==> config.mk <==
export PLATFORM = sky130hd
export DESIGN_NAME = nd_2to1
export DESIGN_NICKNAME = d
export VERILOG_FILES = /design/src/rtl/nd_2to1.sv
export SDC_FILE = /design/constraint.sdc
export NUM_CORES = 1
export LEC_CHECK = 0
export CELL_PAD_IN_SITES_DETAIL_PLACEMENT = 0
export CELL_PAD_IN_SITES_GLOBAL_PLACEMENT = 1
export CORE_AREA = 5 5 147 149
export DETAILED_ROUTE_END_ITERATION = 10
export DIE_AREA = 0 0 152 154
export GPL_ROUTABILITY_DRIVEN = 0
export GPL_TIMING_DRIVEN = 0
export PLACE_DENSITY = 0.62
export SYNTH_ARGS = -nofsm -noshare
export SYNTH_HDL_FRONTEND = slang
export SYNTH_SLANG_ARGS = --single-unit
==> constraint.sdc <==
create_clock -name i_clk -period 2.7 [get_ports i_clk]
set_input_delay 0.54 -clock i_clk [delete_from_list [all_inputs] [get_ports i_clk]]
set_output_delay 0.54 -clock i_clk [all_outputs]
set_load 0.02 [all_outputs]
==> src/rtl/nd_2to1.sv <==
// nd_2to1: two-input merge stage feeding nd_1to2.
//
// Accepts messages on two 4-phase req/ack input channels (rcv0, rcv1),
// arbitrates between them round-robin, buffers accepted messages in a FIFO
// of FSZ entries and presents them in grant order on the 4-phase output
// channel snd0.
//
// Ports:
//   i_clk            single clock, all state changes on its rising edge
//   reset            asynchronous, active-low reset (0 = in reset)
//   ready            1 from the first rising edge after reset release
//   rcvN_req/ack     input channel N handshake (N = 0,1)
//   rcvN_src/dst     input channel N addresses (ASZ bits each)
//   rcvN_dat/red     input channel N data (DSZ) and redundancy (RSZ)
//   snd0_req/ack     output channel handshake
//   snd0_src/dst     output addresses (ASZ bits each)
//   snd0_dat/red     output data (DSZ) and redundancy (RSZ)
//   fifo_cnt         current FIFO occupancy, 0..FSZ

`ifndef NS_ADDRESS_SIZE
`define NS_ADDRESS_SIZE 8
`endif
`ifndef NS_DATA_SIZE
`define NS_DATA_SIZE 8
`endif
`ifndef NS_REDUN_SIZE
`define NS_REDUN_SIZE 8
`endif

module nd_2to1 #(
  parameter int FSZ = 4,
  parameter int ASZ = `NS_ADDRESS_SIZE,
  parameter int DSZ = `NS_DATA_SIZE,
  parameter int RSZ = `NS_REDUN_SIZE
) (
  input  logic                   i_clk,
  input  logic                   reset,
  output logic                   ready,

  input  logic                   rcv0_req,
  output logic                   rcv0_ack,
  input  logic [ASZ-1:0]         rcv0_src,
  input  logic [ASZ-1:0]         rcv0_dst,
  input  logic [DSZ-1:0]         rcv0_dat,
  input  logic [RSZ-1:0]         rcv0_red,

  input  logic                   rcv1_req,
  output logic                   rcv1_ack,
  input  logic [ASZ-1:0]         rcv1_src,
  input  logic [ASZ-1:0]         rcv1_dst,
  input  logic [DSZ-1:0]         rcv1_dat,
  input  logic [RSZ-1:0]         rcv1_red,

  output logic                   snd0_req,
  input  logic                   snd0_ack,
  output logic [ASZ-1:0]         snd0_src,
  output logic [ASZ-1:0]         snd0_dst,
  output logic [DSZ-1:0]         snd0_dat,
  output logic [RSZ-1:0]         snd0_red,

  output logic [$clog2(FSZ):0]   fifo_cnt
);

  localparam int AW = $clog2(FSZ);
  localparam int CW = AW + 1;
  localparam int MW = 2*ASZ + DSZ + RSZ;
  localparam logic [CW-1:0] FULL_CNT = CW'(FSZ);

  // Which input wins when both are eligible in the same cycle.
  typedef enum logic {
    FAV_RCV0 = 1'b0,
    FAV_RCV1 = 1'b1
  } fav_t;

  logic [MW-1:0] mem [FSZ];
  logic [AW-1:0] wr_ptr;
  logic [AW-1:0] rd_ptr;
  fav_t          fav;
  fav_t          fav_next;

  logic          not_full;
  logic          elig0;
  logic          elig1;
  logic          grant0;
  logic          grant1;
  logic          push;
  logic          pop;
  logic [MW-1:0] push_word;
  logic [MW-1:0] head_word;
  logic [CW-1:0] cnt_next;

  // Arbitration and FIFO control. The full test uses the occupancy before
  // the edge, so a same-edge pop never makes room for a push.
  always_comb begin
    not_full  = fifo_cnt < FULL_CNT;
    elig0     = ready & rcv0_req & ~rcv0_ack & not_full;
    elig1     = ready & rcv1_req & ~rcv1_ack & not_full;
    grant0    = elig0 & (~elig1 | (fav == FAV_RCV0));
    grant1    = elig1 & (~elig0 | (fav == FAV_RCV1));
    push      = grant0 | grant1;
    pop       = ready & ~snd0_req & ~snd0_ack & (fifo_cnt != '0);
    push_word = grant1 ? {rcv1_src, rcv1_dst, rcv1_dat, rcv1_red}
                       : {rcv0_src, rcv0_dst, rcv0_dat, rcv0_red};
    head_word = mem[rd_ptr];

    fav_next = fav;
    if (grant0) begin
      fav_next = FAV_RCV1;
    end else if (grant1) begin
      fav_next = FAV_RCV0;
    end

    cnt_next = fifo_cnt;
    if (push && !pop) begin
      cnt_next = fifo_cnt + CW'(1);
    end else if (pop && !push) begin
      cnt_next = fifo_cnt - CW'(1);
    end
  end

  // Message storage; contents are only meaningful between pointers, so no
  // reset is needed here.
  always_ff @(posedge i_clk) begin
    if (push) begin
      mem[wr_ptr] <= push_word;
    end
  end

  // Handshake, pointer and output-register state. Pointers wrap naturally
  // because FSZ is a power of two.
  always_ff @(posedge i_clk or negedge reset) begin
    if (!reset) begin
      ready    <= 1'b0;
      rcv0_ack <= 1'b0;
      rcv1_ack <= 1'b0;
      snd0_req <= 1'b0;
      snd0_src <= '0;
      snd0_dst <= '0;
      snd0_dat <= '0;
      snd0_red <= '0;
      wr_ptr   <= '0;
      rd_ptr   <= '0;
      fifo_cnt <= '0;
      fav      <= FAV_RCV0;
    end else begin
      ready    <= 1'b1;
      fav      <= fav_next;
      fifo_cnt <= cnt_next;

      if (push) begin
        wr_ptr <= wr_ptr + AW'(1);
      end
      if (pop) begin
        rd_ptr <= rd_ptr + AW'(1);
      end

      if (grant0) begin
        rcv0_ack <= 1'b1;
      end else if (!rcv0_req && rcv0_ack) begin
        rcv0_ack <= 1'b0;
      end

      if (grant1) begin
        rcv1_ack <= 1'b1;
      end else if (!rcv1_req && rcv1_ack) begin
        rcv1_ack <= 1'b0;
      end

      // Output fields are only reloaded on a pop, which keeps them stable
      // for the whole time snd0_req is high.
      if (pop) begin
        {snd0_src, snd0_dst, snd0_dat, snd0_red} <= head_word;
        snd0_req <= 1'b1;
      end else if (snd0_req && snd0_ack) begin
        snd0_req <= 1'b0;
      end
    end
  end

endmodule
After elaboration in Yosys (flattened, before gate mapping)
Memory sizes are Yosys's and may differ from the RTL's. A register that Yosys moved wholly into a read port is not among the register bits.
Cells that the tools add are included.

cells by class
  add/subtract/negate cells = 4
  reduce and logical (&&, ||, !) cells = 16
  bitwise logic cells = 21
  $lt $le $gt $ge = 1
  muxes and demuxes = 13

operators by type and width
  cell                   count
  $mux W32               1
  $and A1 B1 Y1          11
  $mux W1                10
  $reduce_bool A2 Y1     5
  $not A1 Y1             7
  $mux W3                2
  $logic_and A1 B1 Y1    5
  $logic_not A1 Y1       5
  $add A2 B1 Y2 const B  2
  $add A3 B1 Y3 const B  1
  $lt A3 B3 Y1 const B   1
  $or A1 B1 Y1           3
  $reduce_bool A3 Y1     1
  $sub A3 B1 Y3 const B  1

word-level totals
  register bits = 12
  word-level logic and storage cells = 64
  memories = 1
  bits in writable memories = 128
  input bits = 69

memory list
  name  words  bits a word  rd ports  clocked after memory_dff  wr ports  RTL line  source
  mem   4      32           1         1                         1         75        logic [MW-1:0] mem [FSZ];

Logic depth before layout (Yosys ltp)
Gate-level depths: netlist (run 1).

  depth after elaboration = 11
  depth in mapped cells = 11

Worst setup path after synthesis (run 1)
No wires, ideal clock.

  path kind = flip-flop to flip-flop
  from = reg fifo_cnt[2]
  to = reg fifo_cnt[2]
  setup slack = 0.302 ns
  cell stages (with the launch flop) = 12
  arrival = 2.319 ns
  library setup time = 0.080 ns
  period minus slack after synthesis = 2.398 ns
  path buffers = 2
  cells stage by stage = dfrtp_1 or3_1 and3_1 buf_6 buf_12 inv_2 ha_1 inv_1 fa_1 xor2_1 nor2_1 xor2_1

on the way
  longest elaborated chain between the ends = 9
  elaborated cells between the ends (all ways) = 21
  those cells by class = add/sub: 2; order compare: 1; mux: 2; bitwise: 10; reduce/logical: 6

ends and longest elaborated chain
  what                                 RTL line  source
  start: declaration                   61        output logic [$clog2(FSZ):0] fifo_cnt
  start signal: assignment             148       fifo_cnt <= cnt_next;
  $lt A3 B3 Y1                         95        not_full = fifo_cnt < FULL_CNT;
  $and A1 B1 Y1 (on tied branches)     97, 96
  $not A1 Y1 (on tied branches)        98, 99
  $or A1 B1 Y1 (on tied branches)      98, 99
  $and A1 B1 Y1 (on tied branches)     98, 99
  $or A1 B1 Y1                         100       push = grant0 | grant1;
  $logic_not A1 Y1                     116       end else if (pop && !push) begin
  $logic_and A1 B1 Y1                  116
  $reduce_bool A2 Y1 (no source line)  --

Several ways; a longest one is shown, not always the timed one. The select of a mux whose other input is x is not followed.
A chain may end at the register's enable or synchronous reset.

Worst setup path after layout (run 1)
Same ends and word-level chain as after synthesis.

==> metrics.json, run 1 <==
{
  "result_of_the_run": "finished, final reports clean",
  "fin_ws_ns": 0.1955,
  "avgRoutedWirePerCell_um": 18.64,
  "critical_path_peak_fanout": 10,
  "dr_total_vias": 3390,
  "pwr_density_cell_mw_per_mm2": 1022,
  "hold_path_class": "in2async",
  "synth_seq_area_share_pct": 71.23,
  "route.antenna.remaining_nets": 0,
  "layout.nets": 532,
  "clkLatencyLatePin_ns": 0.41,
  "setup_violations": 0,
  "final_cell_mix": "sky130_fd_sc_hd__edfxtp_1 (128), sky130_fd_sc_hd__clkdlybuf4s50_1 (106), sky130_fd_sc_hd__dfrtp_1 (44), sky130_fd_sc_hd__mux4_2 (32), sky130_fd_sc_hd__mux2_4 (29)",
  "hold_slack_ns": 0.1381,
  "preCtsSetupSlack_ns": -0.1763,
  "grt_use_total_pct": 12.37,
  "post_cts_resize_count": 0,
  "die_y_um": 154,
  "power.switching_mw": 2.608,
  "io_buf_count": 107,
  "detail_route.drc_violations": 0,
  "worst_slew_pin_slew_ns": 0.8247,
  "power_frac_seq_pct": 39.8,
  "placed_cell_area_mm2": 0.008481,
  "max_cap_violations": 0,
  "drt-pass1-iter-count": 4,
  "worst_setup_skew_after_layout_ns": 0.005179,
  "vdd_drop_max_v": 0.0005346,
  "pwr-share-comb_pct": 32.7,
  "dieWidth_um": 152,
  "share_clk_of_total_power_pct": 27.5,
  "syn_area_mm2": 0.006942,
  "grt_start_max_net_pins": 24,
  "avgSynthCellArea_um2": 21.29,
  "hpwlAfterDp_um": 9282,
  "number_of_clock_buffers_inserted_by_tritoncts": 17,
  "post_route_cells_drive_above_1_share_pct": 27.02,
  "r2r-start": "fifo_cnt[2]",
  "worst_setup_path_start_kind": "flop",
  "path_class": "reg2reg",
  "syn-num-nets": 401,
  "p_sw_share_pct": 28.00,
  "async_reset_ff_share_pct": 25.58,
  "drt_iter0_markers": 133,
  "synth-edff-count": 128,
  "crit-reg2reg-capture": "fifo_cnt[2]",
  "worst_setup_path_end_kind": "flop",
  "number_of_global_route_vias_before_repair": 3842,
  "clock-root-buffer": "sky130_fd_sc_hd__clkbuf_16",
  "grt_pass1_wl_um": 21750,
  "shortest_clock_period_the_worst_path_allows_after_layout_ns": 2.505,
  "worst-endpoint-arrival_ns": 2.84,
  "synth.distinct_cells": 31,
  "antenna_cells": 0,
  "final_cell_count_no_fill": 740,
  "io_pins": 108,
  "rsz0062_at_grt": "false",
  "clock.fmax_mhz": 399.3,
  "cts.sinks": 172,
  "reg2reg_depth": 11,
  "reg2reg_slack_ns": 0.20,
  "power.internal_mw": 6.708,
  "clock_tree.htree_level_count": 4,
  "synth-seq-cells": 172,
  "synth-warning-count": 0,
  "layout_stage_area_growth_over_the_synthesis_result_pct": 31.27,
  "route.detailed.vias_per_inst": 4.581,
  "tritoncts_clock_tree": "built",
  "power.static_leakage_nw": 3.232,
  "placed_cells": 708,
  "number_of_antenna_violations_at_the_first_check_in_global_routing": 0,
  "relSlewSlack_pct": 45.02,
  "wirelength_um": 13790,
  "initial_core_util_pct": 34.64,
  "layout.cells.most_common": "sky130_fd_sc_hd__edfxtp_1",
  "final_area_mm2": 0.009112,
  "cts_hold_buf": 0,
  "clockBufferDepth": 2,
  "overflow": 0,
  "clkSlewWorstSetupHoldPaths_ns": 0.06,
  "cts_post_setup_buffers_inserted": 0,
  "num_rows": 52,
  "floorplan.die_area_mm2": 0.02341,
  "post_synth_inst_count": 326,
  "final_hold_viol_count": 0,
  "dominantRegCellSynth": "sky130_fd_sc_hd__edfxtp_1",
  "post-route-period-util_pct": 92.76,
  "core_region_area_mm2": 0.02004,
  "cp.required_ns": 3.04,
  "finalMaxSlewViolations": 0
}
layout make-up:
| class | count | area [µm²] |
|---|---|---|
| inverters | 6 | 22.52 |
| plain buffers | 15 | 123.9 |
| repair buffers | 112 | 1196 |
| flip-flops and latches | 172 | 4945 |
| fillers | 1786 | 10930 |
| clock inverters | 13 | 188.9 |
| well taps | 270 | 337.8 |
| clock buffers | 19 | 442.9 |
| multi-input cells | 133 | 1856 |
synthesized netlist by cell type, types with 4 or more instances:
library cell | n | share of area, %
sky130_fd_sc_hd__edfxtp_1 | 128 | 55
sky130_fd_sc_hd__dfrtp_1 | 44 | 16
sky130_fd_sc_hd__mux4_2 | 32 | 10
sky130_fd_sc_hd__mux2_4 | 29 | 6.3
sky130_fd_sc_hd__mux2_1 | 25 | 4.1
sky130_fd_sc_hd__mux2_2 | 12 | 1.9
sky130_fd_sc_hd__buf_2 | 6 | 0.43
sky130_fd_sc_hd__and2_1 | 5 | 0.45
sky130_fd_sc_hd__ha_1 | 5 | 0.90
sky130_fd_sc_hd__inv_1 | 5 | 0.27
sky130_fd_sc_hd__clkbuf_1 | 4 | 0.22
state kept, by name (all words and copies together) (netlist names), 2 cells and up:
register  count
snd0_dat      8
snd0_dst      8
fifo_cnt      3
snd0_src      8
wr_ptr        2
mem         128
snd0_red      8
rd_ptr        2
worst max-delay path: stages, from the launching register on:
cell and delay, ns:
sky130_fd_sc_hd__dfrtp_1 0.41, sky130_fd_sc_hd__or3_1 0.40, sky130_fd_sc_hd__and3_1 0.19, sky130_fd_sc_hd__buf_6 0.15, sky130_fd_sc_hd__buf_12 0.16, sky130_fd_sc_hd__inv_2 0.08, sky130_fd_sc_hd__ha_1 0.18, sky130_fd_sc_hd__inv_1 0.06
sky130_fd_sc_hd__fa_1 0.37, sky130_fd_sc_hd__xor2_1 0.15, sky130_fd_sc_hd__nor2_1 0.12, sky130_fd_sc_hd__xor2_1 0.15
cell families after synthesis:
family                     Yosys count  synth area share [%]
xor gates and xnor gates             6                0.7572
muxes                               98                 22.66
DFF                                172                 71.23
other                                1               0.05402
adders and majority gates            6                 1.190
AOI/OAI and AO/OA                    7                0.5948
buffers and inverters               21                 2.109
and+or+nand+nor                     15                 1.406
routing by layer:
metal	routed length (µm)	track usage [%]	share of wire, %	up-vias
li1	-	-	-	1559
met1	6132	15.50	44	1752
met2	7008	20.98	51	71
met3	532	3.766	3.9	8
met4	116	3.339	0.84	0
met5	0	0	0	-
through the flow:
stage	TNS, ns	utilization, %	total power, mW
3_5_place_dp	-10.35	42.32	6.894
4_1_cts	0	45.47	9.509
5_1_grt	0	45.47	9.831
3_3_place_gp	-137.80	41.67	6.784
2_1_floorplan	0	-	5.658
6_report	0	45.47	9.317
worst max path at each step:
stage | startpoint | endpoint | slack, ns | depth (start not counted)
after CTS | fifo_cnt[2] | fifo_cnt[2] | 0.15 | 11
after global routing | fifo_cnt[1] | fifo_cnt[2] | 0.02 | 11
after global placement | rcv1_req | mem[0][19] | -0.88 | 4
after floorplan | fifo_cnt[2] | fifo_cnt[2] | 0.30 | 11
after detailed placement | rcv1_req | fifo_cnt[2] | -0.18 | 9
final | fifo_cnt[2] | fifo_cnt[2] | 0.20 | 11
power groups by stage:
stage	combinational (mW)	sequential, mW	clock [mW]
CTS	3.14	3.71	2.65
floorplan	1.60	4.06	0
global placement	3.03	3.76	0
finish	3.05	3.71	2.56
detailed placement	3.13	3.76	0
global route	3.29	3.77	2.78
Power figures use the tool's default switching activity.
==> run 2: changes to the inputs <==
- TNS_END_PERCENT: not set -> 10
==> results of run 2 <==
No change in the layout: final DEF, timing and power equal those of run 1.
==> run 3: changes to the inputs <==
- CORE_AREA: 5 5 147 149 -> 5 5 126 175
- DIE_AREA: 0 0 152 154 -> 0 0 131 180
==> run 3 against run 2 <==
Clock skew increased by 0.0016 ns. Global-route usage increased by 0.32 points. Die area increased by 0.73%. Critical path depth unchanged. Critical endpoint unchanged.
==> metrics.json, run 3 (synthesis results as in run 1) <==
{
  "result_of_the_run": "finished, final reports clean",
  "layout.nets": {"value": 532, "change": "unchanged"},
  "routed-wl-met3": {"value": 605, "unit": "µm", "change": "+14%"},
  "slowest_delay": {"value": 0.41, "unit": "ns", "change": "about the same"},
  "rsz0062_at_grt": "false",
  "met2WireLength": {"value": 7916, "unit": "µm", "change": "+13%"},
  "clock.fmax": {"value": 404.4, "unit": "MHz", "change": "+1.3%"},
  "hold_slack": {"value": 0.1160, "unit": "ns", "change": "-0.02206 ns"},
  "hold_path_class": "in2async",
  "power.switching": {"value": 2.667, "unit": "mW", "change": "+2.2%"},
  "fin_ws": {"value": 0.2274, "unit": "ns", "change": "+0.03188 ns"},
  "worst-endpoint-arrival": {"value": 2.82, "unit": "ns", "change": "-0.02 ns"},
  "route.antenna.remaining_nets": {"value": 0, "change": "unchanged"},
  "dieWidth": {"value": 131, "unit": "µm", "change": "-14%"},
  "worst_setup_skew_after_layout": {"value": 0.006789, "unit": "ns", "change": "+0.001610 ns"},
  "relSlewSlack": {"value": 52.34, "unit": "%", "change": "+7.3 points"},
  "p_sw_share": {"value": 29.42, "unit": "%", "change": "+1.4 points"},
  "num_rows": {"value": 62, "change": "+19%"},
  "top_layer": "met4",
  "path_class": "reg2reg",
  "clockBufferDepth": {"value": 2, "change": "unchanged"},
  "wl_met1": {"value": 5221, "unit": "µm", "change": "-15%"},
  "clock-root-buffer": "sky130_fd_sc_hd__clkbuf_16",
  "core_region_area": {"value": 0.02032, "unit": "mm²", "change": "+1.4%"},
  "wirelength": {"value": 14050, "unit": "µm", "change": "+1.9%"},
  "critical_path_peak_fanout": {"value": 10, "change": "unchanged"},
  "post-route-period-util": {"value": 91.58, "unit": "%", "change": "-1.2 points"},
  "setup_violations": {"value": 0, "change": "unchanged"},
  "worst_setup_path_start_kind": "flop",
  "cp.required": {"value": 3.05, "unit": "ns", "change": "about the same"},
  "multi_input_gate_area": {"value": 0.001856, "unit": "mm²", "change": "unchanged"},
  "post_cts_resize_count": {"value": 0, "change": "unchanged"},
  "number_of_clock_buffers_inserted_by_tritoncts": {"value": 17, "change": "unchanged"},
  "overflow": {"value": 0, "change": "unchanged"},
  "timing.critical_path.slowest_stage_cell": "sky130_fd_sc_hd__dfrtp_1",
  "final_area": {"value": 0.008999, "unit": "mm²", "change": "-1.2%"},
  "initial_core_util": {"value": 34.15, "unit": "%", "change": "-0.49 points"},
  "cts_hold_buf": {"value": 0, "change": "unchanged"},
  "fillers": {"value": 1820, "change": "+1.9%"},
  "final_hold_viol_count": {"value": 0, "change": "unchanged"},
  "vdd_drop_max": {"value": 0.0005051, "unit": "V", "change": "-5.5%"},
  "area.sequential": {"value": 0.004945, "unit": "mm²", "change": "unchanged"},
  "final_cell_mix": "sky130_fd_sc_hd__edfxtp_1 (128), sky130_fd_sc_hd__clkdlybuf4s50_1 (106), sky130_fd_sc_hd__dfrtp_1 (44), sky130_fd_sc_hd__mux4_2 (32), sky130_fd_sc_hd__mux2_4 (29)",
  "detail_route.drc_violations": {"value": 0, "change": "unchanged"},
  "io_buf_count": {"value": 107, "change": "unchanged"},
  "worst_setup_path_end_kind": "flop",
  "hpwlAfterDp": {"value": 9411, "unit": "µm", "change": "+1.4%"},
  "drt_iter0_markers": {"value": 163, "change": "+23%"},
  "cpMostUsedCell": "sky130_fd_sc_hd__xor2_1",
  "pwr_density_cell": {"value": 1007, "unit": "mW/mm²", "change": "-1.5%"},
  "route.detailed.vias_per_inst": {"value": 4.709, "change": "+2.8%"},
  "number_of_antenna_violations_at_the_first_check_in_global_routing": {"value": 0, "change": "unchanged"},
  "crit-reg2reg-capture": "fifo_cnt[2]",
  "clkSlewWorstSetupHoldPaths": {"value": 0.07, "unit": "ns", "change": "about the same"},
  "max_cap_violations": {"value": 0, "change": "unchanged"},
  "dr_total_vias": {"value": 3419, "change": "+0.86%"},
  "layout_stage_area_growth_over_the_synthesis_result_pct": 29.63,
  "power.internal": {"value": 6.399, "unit": "mW", "change": "-4.6%"},
  "critPathCapture": "fifo_cnt[2]",
  "finalCoreUtilization": {"value": 44.27, "unit": "%", "change": "-1.2 points"},
  "power.static_leakage": {"value": 3.170, "unit": "nW", "change": "-1.9%"},
  "post_route_cells_drive_above_1_share": {"value": 27.23, "unit": "%", "change": "+0.21 points"},
  "r2r-start": "fifo_cnt[2]",
  "power_frac_seq": {"value": 41.0, "unit": "%", "change": "+1.2 points"},
  "reg2reg_depth": {"value": 11, "change": "unchanged"},
  "pwr-share-comb": {"value": 33.3, "unit": "%", "change": "+0.6 points"},
  "grt_use_total": {"value": 12.69, "unit": "%", "change": "+0.32 points"},
  "critical_path_cell_sequence": "or3_1, and3_1, buf_6, buf_12, inv_2, ha_1, inv_1, fa_1, xor2_1, nor2_1, xor2_1",
  "die_y": {"value": 180, "unit": "µm", "change": "+17%"},
  "avgRoutedWirePerCell": {"value": 19.35, "unit": "µm", "change": "+3.8%"},
  "reg2reg_slack": {"value": 0.23, "unit": "ns", "change": "+0.03 ns"},
  "drt-pass1-iter-count": {"value": 4, "change": "unchanged"},
  "io_pins": {"value": 108, "change": "unchanged"},
  "clkLatencyLatePin": {"value": 0.43, "unit": "ns", "change": "+0.02 ns"},
  "cts.sinks": {"value": 172, "change": "unchanged"},
  "preCtsSetupSlack": {"value": -0.1799, "unit": "ns", "change": "-0.003563 ns"},
  "worst_slew_pin_slew": {"value": 0.7148, "unit": "ns", "change": "-0.1099 ns"},
  "number_of_global_route_vias_before_repair": {"value": 3926, "change": "+2.2%"},
  "placed_cells": {"value": 694, "change": "-2.0%"},
  "tritoncts_clock_tree": "built",
  "largest_register": "mem",
  "placed_cell_area": {"value": 0.008433, "unit": "mm²", "change": "-0.56%"},
  "share_clk_of_total_power": {"value": 25.7, "unit": "%", "change": "-1.8 points"},
  "setup.worst_path.start": "fifo_cnt[2]",
  "largest_register_ff_count": {"value": 128, "change": "unchanged"},
  "layout.cells.most_common": "sky130_fd_sc_hd__edfxtp_1",
  "final_cell_count_no_fill": {"value": 726, "change": "-1.9%"},
  "finalMaxSlewViolations": {"value": 0, "change": "unchanged"},
  "grt_pass1_wl": {"value": 21790, "unit": "µm", "change": "+0.19%"},
  "cts_post_setup_buffers_inserted": {"value": 0, "change": "unchanged"},
  "antenna_cells": {"value": 0, "change": "unchanged"},
  "clock_tree.htree_level_count": {"value": 4, "change": "unchanged"},
  "floorplan.die_area": {"value": 0.02358, "unit": "mm²", "change": "+0.73%"},
  "shortest_clock_period_the_worst_path_allows_after_layout": {"value": 2.473, "unit": "ns", "change": "-0.03188 ns"},
  "grt_start_max_net_pins": {"value": 27, "change": "+13%"}
}
-- run 3: changes by cell type in the layout (fill, tap and decap cells not counted), sizes merged --
cell and delta:
bufinv -3, clkbuf -1, clkinv -4, clkinvlp +5, inv +3
-- run 3: worst min-delay path by stage --
stage                start  cells after the start          end
6_report             reset                      1  snd0_dst[3]
2_1_floorplan        reset                      0          fav
3_3_place_gp   snd0_red[7]                      1  snd0_red[7]
4_1_cts              reset                      1  snd0_dst[3]
5_1_grt              reset                      1  snd0_dst[3]
3_5_place_dp   fifo_cnt[2]                      1  fifo_cnt[2]
-- run 3: worst max-delay path, delay by kind of cell (launching register included) --
family                     cells  cell delay (ns)
adders and majority gates      2             0.57
and+or+nand+nor                3             0.69
xor gates and xnor gates       2             0.29
DFF                            1             0.41
buffers and inverters          4             0.46
-- run 3: cell type report --
type	instances	area share, %
tap	256	3.560
buffer	15	1.377
multi-input combinational	133	20.62
clock inverter	14	1.516
clock buffer	18	4.769
inverter	6	0.2503
sequential	172	54.95
timing repair buffer	112	12.96
-- run 3: power groups by stage --
stage,sequential [mW],clock [mW],combinational (mW)
after floorplan,4.06,0,1.60
after global placement,3.77,0,3.00
after detailed placement,3.78,0,3.10
after CTS,3.73,2.39,3.11
after global routing,3.79,2.50,3.26
final,3.72,2.33,3.02
-- run 3: through the flow --
step,power [mW],TNS [ns]
floorplan,5.658,0
global placement,6.776,-134.01
detailed placement,6.880,-0.4845
CTS,9.230,0
global route,9.551,0
finish,9.066,0
-- run 3: metal layers --
metal  up-vias  global-route usage (%)
met1      1771                   14.53
li1       1551                       -
met2        76                   22.44
met5         -                       0
met3        21                   2.850
met4         0                   5.146
